`config.mk`:
```
export PLATFORM = sky130hd
export DESIGN_NAME = out_port_uart_tx
export DESIGN_NICKNAME = d
export VERILOG_FILES = /design/src/rtl/out_port_uart_tx.sv
export SDC_FILE = /design/constraint.sdc
export NUM_CORES = 1
export LEC_CHECK = 0
export CAP_MARGIN = 20
export CORE_MARGIN = 8
export CORE_UTILIZATION = 30
export DETAILED_ROUTE_END_ITERATION = 7
export PLACE_DENSITY = 0.55
export SYNTH_ARGS = -nofsm -noshare
export SYNTH_HDL_FRONTEND = slang
export SYNTH_SLANG_ARGS = --single-unit
```
`constraint.sdc`:
```
create_clock -name clock -period 5.3 [get_ports clock]
set_clock_uncertainty 0.15 [all_clocks]
set_input_delay 0.53 -clock clock [delete_from_list [all_inputs] [get_ports clock]]
set_output_delay 0.53 -clock clock [all_outputs]
set_load 0.01 [all_outputs]
```
`src/rtl/out_port_uart_tx.sv`:
```
// OutPort serial transmitter: buffers 16-bit core writes in a FIFO and sends each
// word as two 8N1 UART frames (low byte first) on a registered tx line.
module out_port_uart_tx #(
  parameter int unsigned CLKS_PER_BIT = 16,
  parameter int unsigned FIFO_DEPTH   = 4
) (
  input  logic        clock,
  input  logic        reset,
  input  logic [15:0] out_data,
  input  logic        out_we,
  output logic        full,
  output logic        empty,
  output logic        busy,
  output logic        overflow,
  output logic        tx
);

  localparam int unsigned PTR_W = (FIFO_DEPTH > 1) ? $clog2(FIFO_DEPTH) : 1;
  localparam int unsigned CNT_W = (CLKS_PER_BIT > 1) ? $clog2(CLKS_PER_BIT) : 1;
  localparam logic [PTR_W:0]   DEPTH_C  = (PTR_W + 1)'(FIFO_DEPTH);
  localparam logic [CNT_W-1:0] BIT_LAST = CNT_W'(CLKS_PER_BIT - 1);

  typedef enum logic [1:0] {
    IDLE,
    START,
    DATA,
    STOP
  } state_t;

  logic [15:0]      mem_q [FIFO_DEPTH];
  logic [PTR_W-1:0] wr_ptr_q, wr_ptr_d;
  logic [PTR_W-1:0] rd_ptr_q, rd_ptr_d;
  logic [PTR_W:0]   count_q, count_d;
  logic             full_q, empty_q, busy_q, ovf_q, ovf_d;

  state_t           state_q, state_d;
  logic [CNT_W-1:0] clk_cnt_q, clk_cnt_d;
  logic [2:0]       bit_q, bit_d;
  logic             byte_q, byte_d;
  logic [15:0]      shreg_q, shreg_d;
  logic             tx_q, tx_d;

  logic             wr_en;
  logic             pop;
  logic             bit_end;

  // Writes are gated by the registered full flag, so a same-cycle pop never frees a slot.
  assign wr_en   = out_we & ~full_q;
  assign bit_end = (clk_cnt_q == BIT_LAST);

  always_comb begin
    wr_ptr_d = wr_ptr_q;
    rd_ptr_d = rd_ptr_q;
    count_d  = count_q;
    ovf_d    = ovf_q | (out_we & full_q);
    if (wr_en) begin
      wr_ptr_d = wr_ptr_q + PTR_W'(1);
    end
    if (pop) begin
      rd_ptr_d = rd_ptr_q + PTR_W'(1);
    end
    case ({wr_en, pop})
      2'b10:   count_d = count_q + (PTR_W + 1)'(1);
      2'b01:   count_d = count_q - (PTR_W + 1)'(1);
      default: count_d = count_q;
    endcase
  end

  always_comb begin
    state_d   = state_q;
    clk_cnt_d = clk_cnt_q;
    bit_d     = bit_q;
    byte_d    = byte_q;
    shreg_d   = shreg_q;
    pop       = 1'b0;
    case (state_q)
      IDLE: begin
        clk_cnt_d = '0;
        if (!empty_q) begin
          pop     = 1'b1;
          shreg_d = mem_q[rd_ptr_q];
          byte_d  = 1'b0;
          bit_d   = '0;
          state_d = START;
        end
      end
      START: begin
        if (bit_end) begin
          clk_cnt_d = '0;
          bit_d     = '0;
          state_d   = DATA;
        end else begin
          clk_cnt_d = clk_cnt_q + CNT_W'(1);
        end
      end
      DATA: begin
        if (bit_end) begin
          clk_cnt_d = '0;
          // After eight shifts of the low byte, the high byte sits in bits [7:0].
          shreg_d   = {1'b0, shreg_q[15:1]};
          if (bit_q == 3'd7) begin
            bit_d   = '0;
            state_d = STOP;
          end else begin
            bit_d   = bit_q + 3'd1;
          end
        end else begin
          clk_cnt_d = clk_cnt_q + CNT_W'(1);
        end
      end
      STOP: begin
        if (bit_end) begin
          clk_cnt_d = '0;
          if (!byte_q) begin
            byte_d  = 1'b1;
            state_d = START;
          end else if (!empty_q) begin
            pop     = 1'b1;
            shreg_d = mem_q[rd_ptr_q];
            byte_d  = 1'b0;
            state_d = START;
          end else begin
            state_d = IDLE;
          end
        end else begin
          clk_cnt_d = clk_cnt_q + CNT_W'(1);
        end
      end
      default: state_d = IDLE;
    endcase

    case (state_d)
      START:   tx_d = 1'b0;
      DATA:    tx_d = shreg_d[0];
      default: tx_d = 1'b1;
    endcase
  end

  always_ff @(posedge clock) begin
    if (wr_en) begin
      mem_q[wr_ptr_q] <= out_data;
    end
  end

  always_ff @(posedge clock or negedge reset) begin
    if (!reset) begin
      wr_ptr_q  <= '0;
      rd_ptr_q  <= '0;
      count_q   <= '0;
      full_q    <= 1'b0;
      empty_q   <= 1'b1;
      busy_q    <= 1'b0;
      ovf_q     <= 1'b0;
      state_q   <= IDLE;
      clk_cnt_q <= '0;
      bit_q     <= '0;
      byte_q    <= 1'b0;
      shreg_q   <= '0;
      tx_q      <= 1'b1;
    end else begin
      wr_ptr_q  <= wr_ptr_d;
      rd_ptr_q  <= rd_ptr_d;
      count_q   <= count_d;
      full_q    <= (count_d == DEPTH_C);
      empty_q   <= (count_d == '0);
      busy_q    <= (state_d != IDLE) | (count_d != '0);
      ovf_q     <= ovf_d;
      state_q   <= state_d;
      clk_cnt_q <= clk_cnt_d;
      bit_q     <= bit_d;
      byte_q    <= byte_d;
      shreg_q   <= shreg_d;
      tx_q      <= tx_d;
    end
  end

  assign full     = full_q;
  assign empty    = empty_q;
  assign busy     = busy_q;
  assign overflow = ovf_q;
  assign tx       = tx_q;

endmodule

```
==> flow_metrics.env, run 1 <==
export IMPL_drtIter0Drc=154
export IMPL_path_class="reg2reg"
export IMPL_cts_resized=0
export IMPL_gr_total_overflow=0
export IMPL_dieArea_um2=18500
export IMPL_grt_max_degree=39
export IMPL_multi_input_area_um2=1320
export IMPL_grt_pass1_wl_um=13200
export IMPL_yosys_warnings=0
export IMPL_critPathArrivalTime_ns=3.33
export IMPL_grt_util_all_layers_pct=9.44
export IMPL_antenna_found_initial=0
export IMPL_cp_max_fo=18
export IMPL_layout_nets=330
export IMPL_period_needed_ns=3.26
export IMPL_rsz0062_at_grt="no"
export IMPL_port_buffers=23
export IMPL_io_pins=24
export IMPL_area_delta_synth_final_pct=15.1
export IMPL_postCtsSetupBuffers=0
export IMPL_ys_seq_area_share_pct=66.4
export IMPL_cts_tree="built"
export IMPL_die_y_um=136
export IMPL_drv_cap=0
export IMPL_path_cells="inv_1 > ha_1 > inv_1 > o22ai_2 > and2b_1 > ha_1 > fa_1 > nor2_1 > a21oi_1 > nor3_1 > nand3b_1"
export IMPL_synth_nets=310
export IMPL_relSlewSlack_pct=33.1
export IMPL_clk_pin_slew_ns=0.07
export IMPL_synthDistinctLibCells=49
export IMPL_power_leakage_nw=1.80
export IMPL_drive_above_1_share_pct=14.3
export IMPL_synth_area_leaders="edfxtp_1 44%, dfrtp_1 21%, mux4_2 8.3%, ha_1 3.8%, a22oi_1 2.6%"
export IMPL_n_fill_cell=1382
export IMPL_drt_wl_total_um=7990
export IMPL_start_util_pct=30.3
export IMPL_clk_latency_ns=0.35
export IMPL_vdd_drop_max_mv=0.256
export IMPL_finalSetupTns_ns=0
export IMPL_die_w_um=136
export IMPL_syn_inst=277
export IMPL_cts_root_buf="clkbuf_16"
export IMPL_place_congestion=0.785
export IMPL_dp_cells=470
export IMPL_synthFlopType="edfxtp_1"
export IMPL_synth_async_reset_ratio_pct=37.3
export IMPL_setup_viol=0
export IMPL_ys_ff_latch=102
export IMPL_ant_nets=0
export IMPL_synth_edf_count=64
export IMPL_timing_worst_slew_pin_value_ns=1.00
export IMPL_drt_pass1_iterations=4
export IMPL_cpPeakStageDelay_ns=0.64
export IMPL_worstPathRequired_ns=5.37
export IMPL_hold_buffers=0
export IMPL_first_global_vias=2462
export IMPL_synth_top_cell_area_share_pct=44.4
export IMPL_drc=0
export IMPL_p_per_area_nw_per_um2=521
export IMPL_hold_path_class="in2async"
export IMPL_cp_slowest_cell="o22ai_2"
export IMPL_num_vias=2328
export IMPL_seqCellArea_um2=2880
export IMPL_vias_per_cell=4.80
export IMPL_finalMaxSlewViolations=0
export IMPL_n_antenna_cell=0
export IMPL_fin_cells=485
export IMPL_post_dp_hpwl_um=4990
export IMPL_fin_crit_sh_pct=61.6
export IMPL_cp_end_kind="flop"
export IMPL_wl_per_cell_um=16.5
export IMPL_yosys_area_top_type="edfxtp_1"
export IMPL_hold_viol=0
export IMPL_rows=44
export IMPL_cts_buffers=9
export IMPL_ctsHtreeMaxLevel=3
export IMPL_synth_avg_cell_area_um2=15.6
export IMPL_critPathLaunchType="flop"
export IMPL_clock_sinks=102
export IMPL_coreArea_um2=14300
export IMPL_status="complete, no violations"
export IMPL_synth_area_um2=4330
export IMPL_fmax_ghz=0.306
export IMPL_clk_path_buf_depth=2
==> logic make-up after synthesis <==
kind of cell | count (synthesis) | synth area share (%)
buffers and inverters | 24 | 3.06
AND/OR/NAND/NOR | 53 | 6.38
flip-flops | 102 | 66.4
multiplexers | 17 | 8.58
adder cells (fa/ha/maj) | 14 | 4.22
XOR/XNOR | 6 | 1.21
AO/OA/AOI/OAI | 61 | 10.2
==> registers in the layout (all words and copies together) (netlist names) <==
name	flops
mem_q	64
shreg_q	16
clk_cnt_q	4
bit_q	3
count_q	3
rd_ptr_q	2
state_q	2
wr_ptr_q	2
busy	1
byte_q	1
empty	1
full	1
overflow	1
tx	1
==> cell usage in the layout (no fill, tap or decap), types with 2 or more instances in the layout <==
| cell | n |
|---|---|
| and3_1 | 3 |
| nor2_1 | 6 |
| nand3_1 | 5 |
| ha_1 | 13 |
| nand3b_1 | 3 |
| a22o_1 | 4 |
| mux4_2 | 16 |
| xnor2_1 | 5 |
| inv_6 | 3 |
| dfstp_2 | 2 |
| a311oi_1 | 2 |
| a22oi_1 | 15 |
| a21oi_1 | 3 |
| dfrtp_1 | 36 |
| edfxtp_1 | 64 |
| nor2b_1 | 2 |
| clkdlybuf4s50_1 | 22 |
| a31oi_1 | 2 |
| clkbuf_16 | 9 |
| inv_1 | 9 |
| and2_1 | 5 |
| a21o_1 | 2 |
| nand2_1 | 20 |
| clkinv_2 | 2 |
| nor3_1 | 3 |
| o21ai_0 | 21 |
==> layer usage <==
metal	vias up	track usage [%]	routed length [um]
met5	-	0	0
met4	0	3.84	133
met3	9	3.03	289
met2	34	15.1	3900
met1	1179	11.6	3670
li1	1106	-	-
==> synth_stat cells (all sizes together) (2+ instances only) <==
cell / n
nor3: 3
mux4: 16
dfrtp: 36
buf: 11
a31oi: 2
clkbuf: 4
a22o: 5
xnor2: 5
and2: 5
a311oi: 2
a21o: 2
edfxtp: 64
nor2: 6
nand3: 6
ha: 13
a22oi: 15
dfstp: 2
and3: 3
o21ai: 21
inv: 9
a21oi: 3
nand2: 20
nor2b: 2
nand3b: 3
==> layout make-up <==
class	count	area share, %
Inverter	9	0.677
Clock buffer	9	4.52
Clock inverter	6	1.33
Timing Repair Buffer	24	4.67
Tap cell	184	4.62
Multi-Input combinational cell	151	26.5
Sequential cell	102	57.7
==> final timing paths <==
check	startpoint	endpoint	slack [ns]	depth (start not counted)
worst min-delay path	reset	wr_ptr_q[1]$_DFFE_PN0P_	0.16	1
worst max-delay path	state_q[0]$_DFF_PN0_	busy$_DFF_PN0_	2.04	11
max in group asynchronous	reset	shreg_q[3]$_DFFE_PN0P_	4.29	1
worst min register to register	overflow$_DFF_PN0_	overflow$_DFF_PN0_	0.31	1
min in group clock	overflow$_DFF_PN0_	overflow$_DFF_PN0_	0.31	1
worst max register to register	state_q[0]$_DFF_PN0_	busy$_DFF_PN0_	2.04	11
==> metrics by stage <==
stage | utilization [%] | hold slack, ns | worst slack [ns] | power (mW) | cell area [um^2]
floorplan | - | 0.0844 | 2.57 | 1.75 | 4330
global placement | 32.8 | 0.292 | 2.15 | 1.95 | 4700
detailed placement | 32.8 | 0.297 | 2.01 | 1.97 | 4700
CTS | 34.8 | 0.191 | 2.02 | 2.64 | 4990
global route | 34.8 | 0.228 | 1.79 | 2.77 | 4990
finish | 34.8 | 0.161 | 2.04 | 2.60 | 4990
==> worst max-delay path: cells and delay by family, from the launching register on <==
kind,cells,cell delay [ns]
flops,1,0.42
simple gates,4,0.70
compound gates,2,0.72
fa+ha+maj,3,0.89
buf+inv,2,0.24
==> where the power goes <==
part | switching [mW] | internal [mW] | leakage (nW) | total [mW]
Sequential | 0.117 | 1.06 | 1.07 | 1.17
Clock | 0.290 | 0.367 | 0.146 | 0.656
Combinational | 0.417 | 0.354 | 0.591 | 0.771
Note: power is estimated with default switching activity, not from simulation.
==> run 2, diff against run 1 <==
PLACE_DENSITY = 0.56   (was 0.55)
clock period = 2.6 ns   (was 5.3 ns; I/O delays follow)
==> run 2 against run 1 <==
  * Fmax is 30% higher
  * Sequential share of layout area is 2.2 points lower
  * Die area stayed put
  * Power is 110% higher
  * Largest cell class unchanged
  * Largest power group unchanged
  * Non-clock buffer count is 22 higher
  * Clock power is 94% higher
  * Wire length is 3.3% higher
  * Clock-buffer cell count stayed put
  * Critical path type unchanged
==> flow_metrics.env, run 2 (synthesized netlist as in run 1, its figures left out) <==
export IMPL_dieArea_um2=18500
export IMPL_finalMaxSlewViolations=0
export IMPL_place_congestion=0.803
export IMPL_vdd_drop_max_mv=0.475
export IMPL_first_global_vias=2512
export IMPL_status="complete, no violations"
export IMPL_cpPeakStageDelay_ns=0.42
export IMPL_cp_max_fo=4
export IMPL_fmax_ghz=0.399
export IMPL_wl_met3_um=292
export IMPL_n_fill_cell=1387
export IMPL_internal_power_mw=3.68
export IMPL_drc=0
export IMPL_area_delta_synth_final_pct=19.8
export IMPL_n_antenna_cell=0
export IMPL_grt_max_degree=39
export IMPL_reg_top3="mem_q (64), shreg_q (16), clk_cnt_q (4)"
export IMPL_dp_cells=483
export IMPL_start_util_pct=30.3
export IMPL_cts_buffers=9
export IMPL_wl_per_cell_um=16.3
export IMPL_multi_input_area_um2=1370
export IMPL_finalPower_mw=5.42
export IMPL_setup_viol=0
export IMPL_final_common_cell="edfxtp_1"
export IMPL_num_vias=2469
export IMPL_power_switching_share_pct=32.1
export IMPL_timing_worst_slew_pin_value_ns=0.898
export IMPL_grt_pass1_wl_um=13300
export IMPL_wl_met2_um=4110
export IMPL_drive_above_1_share_pct=22.8
export IMPL_clkPwrFrac_pct=23.4
export IMPL_drv_cap=0
export IMPL_antenna_found_initial=0
export IMPL_post_dp_hpwl_um=5110
export IMPL_vias_per_cell=4.86
export IMPL_clk_path_buf_depth=2
export IMPL_seqPwrFrac_pct=42.8
export IMPL_critPathArrivalTime_ns=2.57
export IMPL_largest_register_ffs=64
export IMPL_comb_power_share_pct=33.8
export IMPL_die_y_um=136
export IMPL_clk_pin_slew_ns=0.07
export IMPL_hold_depth=1
export IMPL_clk_latency_ns=0.35
export IMPL_port_buffers=23
export IMPL_ff2ff_path_depth=10
export IMPL_path_depth=10
export IMPL_cts_root_buf="clkbuf_16"
export IMPL_layout_nets=352
export IMPL_worstPathRequired_ns=2.67
export IMPL_switchingPower_mw=1.74
export IMPL_fin_crit_sh_pct=96.3
export IMPL_p_per_area_nw_per_um2=1040
export IMPL_drtIter0Drc=174
export IMPL_path_delay_family="adder cells"
export IMPL_critPathLaunchType="flop"
export IMPL_grt_util_all_layers_pct=9.47
export IMPL_period_needed_ns=2.50
export IMPL_drt_wl_total_um=8260
export IMPL_hold_ws_ns=0.309
export IMPL_top_layer="met4"
export IMPL_seqCellArea_um2=2880
export IMPL_ctsHtreeMaxLevel=3
export IMPL_path_cells="ha_2 > nand3b_1 > o22ai_4 > and2b_1 > ha_4 > fa_2 > xnor2_2 > o21a_1 > nor3_2 > nand3b_1"
export IMPL_cp_end_kind="flop"
export IMPL_power_leakage_nw=1.91
export IMPL_relSlewSlack_pct=39.4
export IMPL_ant_nets=0
export IMPL_io_pins=24
export IMPL_die_w_um=136
export IMPL_coreArea_um2=14300
export IMPL_path_class="reg2reg"
export IMPL_gr_total_overflow=0
export IMPL_worst_path_buf_inv=0
export IMPL_hold_path_class="reg2reg"
export IMPL_cp_common_cell="nand3b_1"
export IMPL_wl_met1_um=3730
export IMPL_largest_register="mem_q"
export IMPL_rows=44
export IMPL_final_cell_mix="64 x edfxtp_1, 36 x dfrtp_1, 22 x clkdlybuf4s50_1, 22 x buf_4, 21 x o21ai_0"
export IMPL_fin_cells=508
export IMPL_hold_viol=0
export IMPL_rsz0062_at_grt="yes"
export IMPL_cts_tree="built"
export IMPL_cp_slowest_cell="dfrtp_1"
export IMPL_drt_pass1_iterations=4
export IMPL_clock_sinks=102
[run 2: power groups by stage]
stage	combinational (mW)	sequential, mW	clock (mW)
after floorplan	1.29	2.31	0
after global placement	1.75	2.33	0
after detailed placement	1.78	2.35	0
after CTS	1.80	2.32	1.32
after global routing	2.04	2.36	1.37
final	1.83	2.32	1.27
[run 2: area by class of cell]
class,instances,share of cell area (%)
multi-input combinational,151,26.3
sequential,102,55.4
inverter,9,0.651
timing repair buffer,46,7.72
clock inverter,7,1.09
clock buffer,9,4.34
tap,184,4.44
[run 2: final timing paths]
path                                       from                     end  slack [ns]
setup / recovery           state_q[0]$_DFF_PN0_          busy$_DFF_PN0_         0.1
hold / removal               overflow$_DFF_PN0_      overflow$_DFF_PN0_        0.31
setup reg to reg           state_q[0]$_DFF_PN0_          busy$_DFF_PN0_         0.1
hold reg to reg              overflow$_DFF_PN0_      overflow$_DFF_PN0_        0.31
max in group asynchronous                 reset          busy$_DFF_PN0_        1.33
min in group asynchronous                 reset  clk_cnt_q[2]$_DFF_PN0_        0.43
[run 2: worst register-to-register path: stages (launching register included)]
cell	delay (ns)
dfrtp_1	0.42
ha_2	0.21
nand3b_1	0.12
o22ai_4	0.08
and2b_1	0.20
ha_4	0.18
fa_2	0.35
xnor2_2	0.14
o21a_1	0.20
nor3_2	0.22
nand3b_1	0.10
[run 2: per-layer routing]
metal,track usage (%),vias up
li1,-,1148
met1,11.4,1260
met2,15.3,50
met3,3.36,11
met4,3.60,0
met5,0,-
[run 2: timing repair]
action,CTS,global route
endpoints found under the setup margin,2,4
hold endpoints to repair,36,0
resized for setup,1,6
hold buffers,1,0
pin swaps,1,3
setup buffers,2,6
[run 2: per-stage QoR]
step	worst slack, ns	cell area [um^2]	util (%)	TNS [ns]
2_1_floorplan	0.0317	4360	-	0
3_3_place_gp	0.0745	4810	33.6	0
3_5_place_dp	-0.0149	4810	33.6	-0.0149
4_1_cts	0.0181	5120	35.8	0
5_1_grt	-0.0331	5190	36.2	-0.0331
6_report	0.0953	5190	36.2	0
==> run 3, diff against run 2 <==
CORE_ASPECT_RATIO = 0.6   (was unset)
==> run 3 against run 2 <==
  * Global-route usage grew 0.054 points
  * Design area grew 0.12%
  * Critical path depth shrank 1
  * Via count shrank 0.41%
  * Sequential share of layout area shrank 0.067 points
==> flow_metrics.env, run 3 (synthesized netlist as in run 1, its figures left out) <==
export IMPL_ant_nets=0
export IMPL_coreArea_um2=14300
export IMPL_ctsHtreeMaxLevel=3
export IMPL_wl_per_cell_um=16.0
export IMPL_relSlewSlack_pct=38.6
export IMPL_cp_max_fo=4
export IMPL_dpl_cell_area_um2=4860
export IMPL_n_antenna_cell=0
export IMPL_die_y_um=109
export IMPL_drive_above_1_share_pct=22.1
export IMPL_finalMaxSlewViolations=0
export IMPL_cp_end_kind="flop"
export IMPL_gr_total_overflow=0
export IMPL_fin_crit_sh_pct=96.1
export IMPL_grt_pass1_wl_um=13500
export IMPL_status="complete, no violations"
export IMPL_hold_path_class="reg2reg"
export IMPL_timing_worst_slew_pin_value_ns=0.921
export IMPL_drtIter0Drc=159
export IMPL_clk_path_buf_depth=2
export IMPL_drt_wl_total_um=8310
export IMPL_post_dp_hpwl_um=5470
export IMPL_grt_util_all_layers_pct=9.52
export IMPL_first_global_vias=2492
export IMPL_drc=0
export IMPL_cts_tree="built"
export IMPL_fmax_ghz=0.400
export IMPL_rows=34
export IMPL_clk_latency_ns=0.35
export IMPL_place_congestion=0.764
export IMPL_cts_root_buf="clkbuf_16"
export IMPL_port_buffers=23
export IMPL_final_util_pct=36.3
export IMPL_antenna_found_initial=0
export IMPL_clock_sinks=102
export IMPL_vdd_drop_max_mv=0.388
export IMPL_largest_register_ffs=64
export IMPL_reg_top3="mem_q (64), shreg_q (16), clk_cnt_q (4)"
export IMPL_clk_pin_slew_ns=0.07
export IMPL_period_needed_ns=2.50
export IMPL_final_common_cell="edfxtp_1"
export IMPL_start_util_pct=30.3
export IMPL_die_w_um=171
export IMPL_num_vias=2459
export IMPL_hold_viol=0
export IMPL_critPathLaunchType="flop"
export IMPL_worstPathRequired_ns=2.68
export IMPL_setup_viol=0
export IMPL_drv_cap=0
export IMPL_cts_buffers=9
export IMPL_finalSetupTns_ns=0
export IMPL_largest_register="mem_q"
export IMPL_critPathArrivalTime_ns=2.58
export IMPL_path_class="reg2reg"
export IMPL_layout_nets=349
export IMPL_io_pins=24
export IMPL_n_fill_cell=1397
export IMPL_area_delta_synth_final_pct=19.9
export IMPL_power_leakage_nw=1.90
export IMPL_fin_cells=519
export IMPL_grt_max_degree=39
export IMPL_dp_cells=499
export IMPL_p_per_area_nw_per_um2=1050
export IMPL_final_cell_mix="64 x edfxtp_1, 36 x dfrtp_1, 22 x clkdlybuf4s50_1, 21 x o21ai_0, 20 x nand2_1"
export IMPL_vias_per_cell=4.74
export IMPL_rsz0062_at_grt="no"
export IMPL_drt_pass1_iterations=4
export IMPL_finalInstanceArea_um2=5190
export IMPL_dieArea_um2=18700
==> run 3: cell type report <==
class                   count  area (um^2)  area share (%)
multi-input cells         151         1360            26.2
repair buffers             43          390            7.52
clock buffers               9          225            4.34
inverters                   9         33.8           0.650
well taps                 198          248            4.77
clock inverters             7         61.3            1.18
flip-flops and latches    102         2880            55.4
==> run 3: per-layer routing <==
layer	track usage, %	vias to the layer above	part of all wire, %	wire length (um)
met5	0	-	0	0
met4	3.15	0	1.3	107
met3	3.04	11	4.0	333
met2	14.1	48	44	3620
met1	13.0	1261	51	4250
li1	-	1139	-	-
==> run 3: worst paths after layout <==
check | startpoint | cells past startpoint | slack [ns] | endpoint
min | overflow$_DFF_PN0_ | 1 | 0.31 | overflow$_DFF_PN0_
max | state_q[0]$_DFF_PN0_ | 9 | 0.10 | count_q[2]$_DFF_PN0_
min in group asynchronous | reset | 2 | 0.45 | shreg_q[1]$_DFFE_PN0P_
max reg2reg | state_q[0]$_DFF_PN0_ | 9 | 0.10 | count_q[2]$_DFF_PN0_
max in group asynchronous | reset | 2 | 1.28 | busy$_DFF_PN0_
min reg2reg | overflow$_DFF_PN0_ | 1 | 0.31 | overflow$_DFF_PN0_
==> run 3: critical path: stages, from the launching register on <==
cell and delay (ns):
dfrtp_1 0.42, ha_2 0.21, nand3b_1 0.12, o22ai_4 0.09
and2b_2 0.23, ha_4 0.17, fa_2 0.34, xnor2_1 0.15
o21a_1 0.22, or2_2 0.29
==> run 3: stage by stage <==
stage / hold slack, ns / power (mW) / setup slack [ns]
global route: 0.332 / 5.81 / 0.0161
finish: 0.314 / 5.47 / 0.101
detailed placement: 0.302 / 4.18 / 0.0268
floorplan: -0.186 / 3.60 / 0.0317
CTS: 0.319 / 5.49 / 0.00748
global placement: 0.287 / 4.13 / 0.0867
==> run 3: power breakdown <==
group | switching, mW | internal [mW]
logic | 0.927 | 0.883
clock network | 0.628 | 0.669
registers | 0.221 | 2.15
==> run 3: what timing repair did <==
action / in CTS / in global routing
hold endpoints to repair: 36 / 0
setup buffers: 0 / 3
hold buffers: 1 / 0
setup endpoints to repair: 0 / 4
resized for setup: 0 / 6
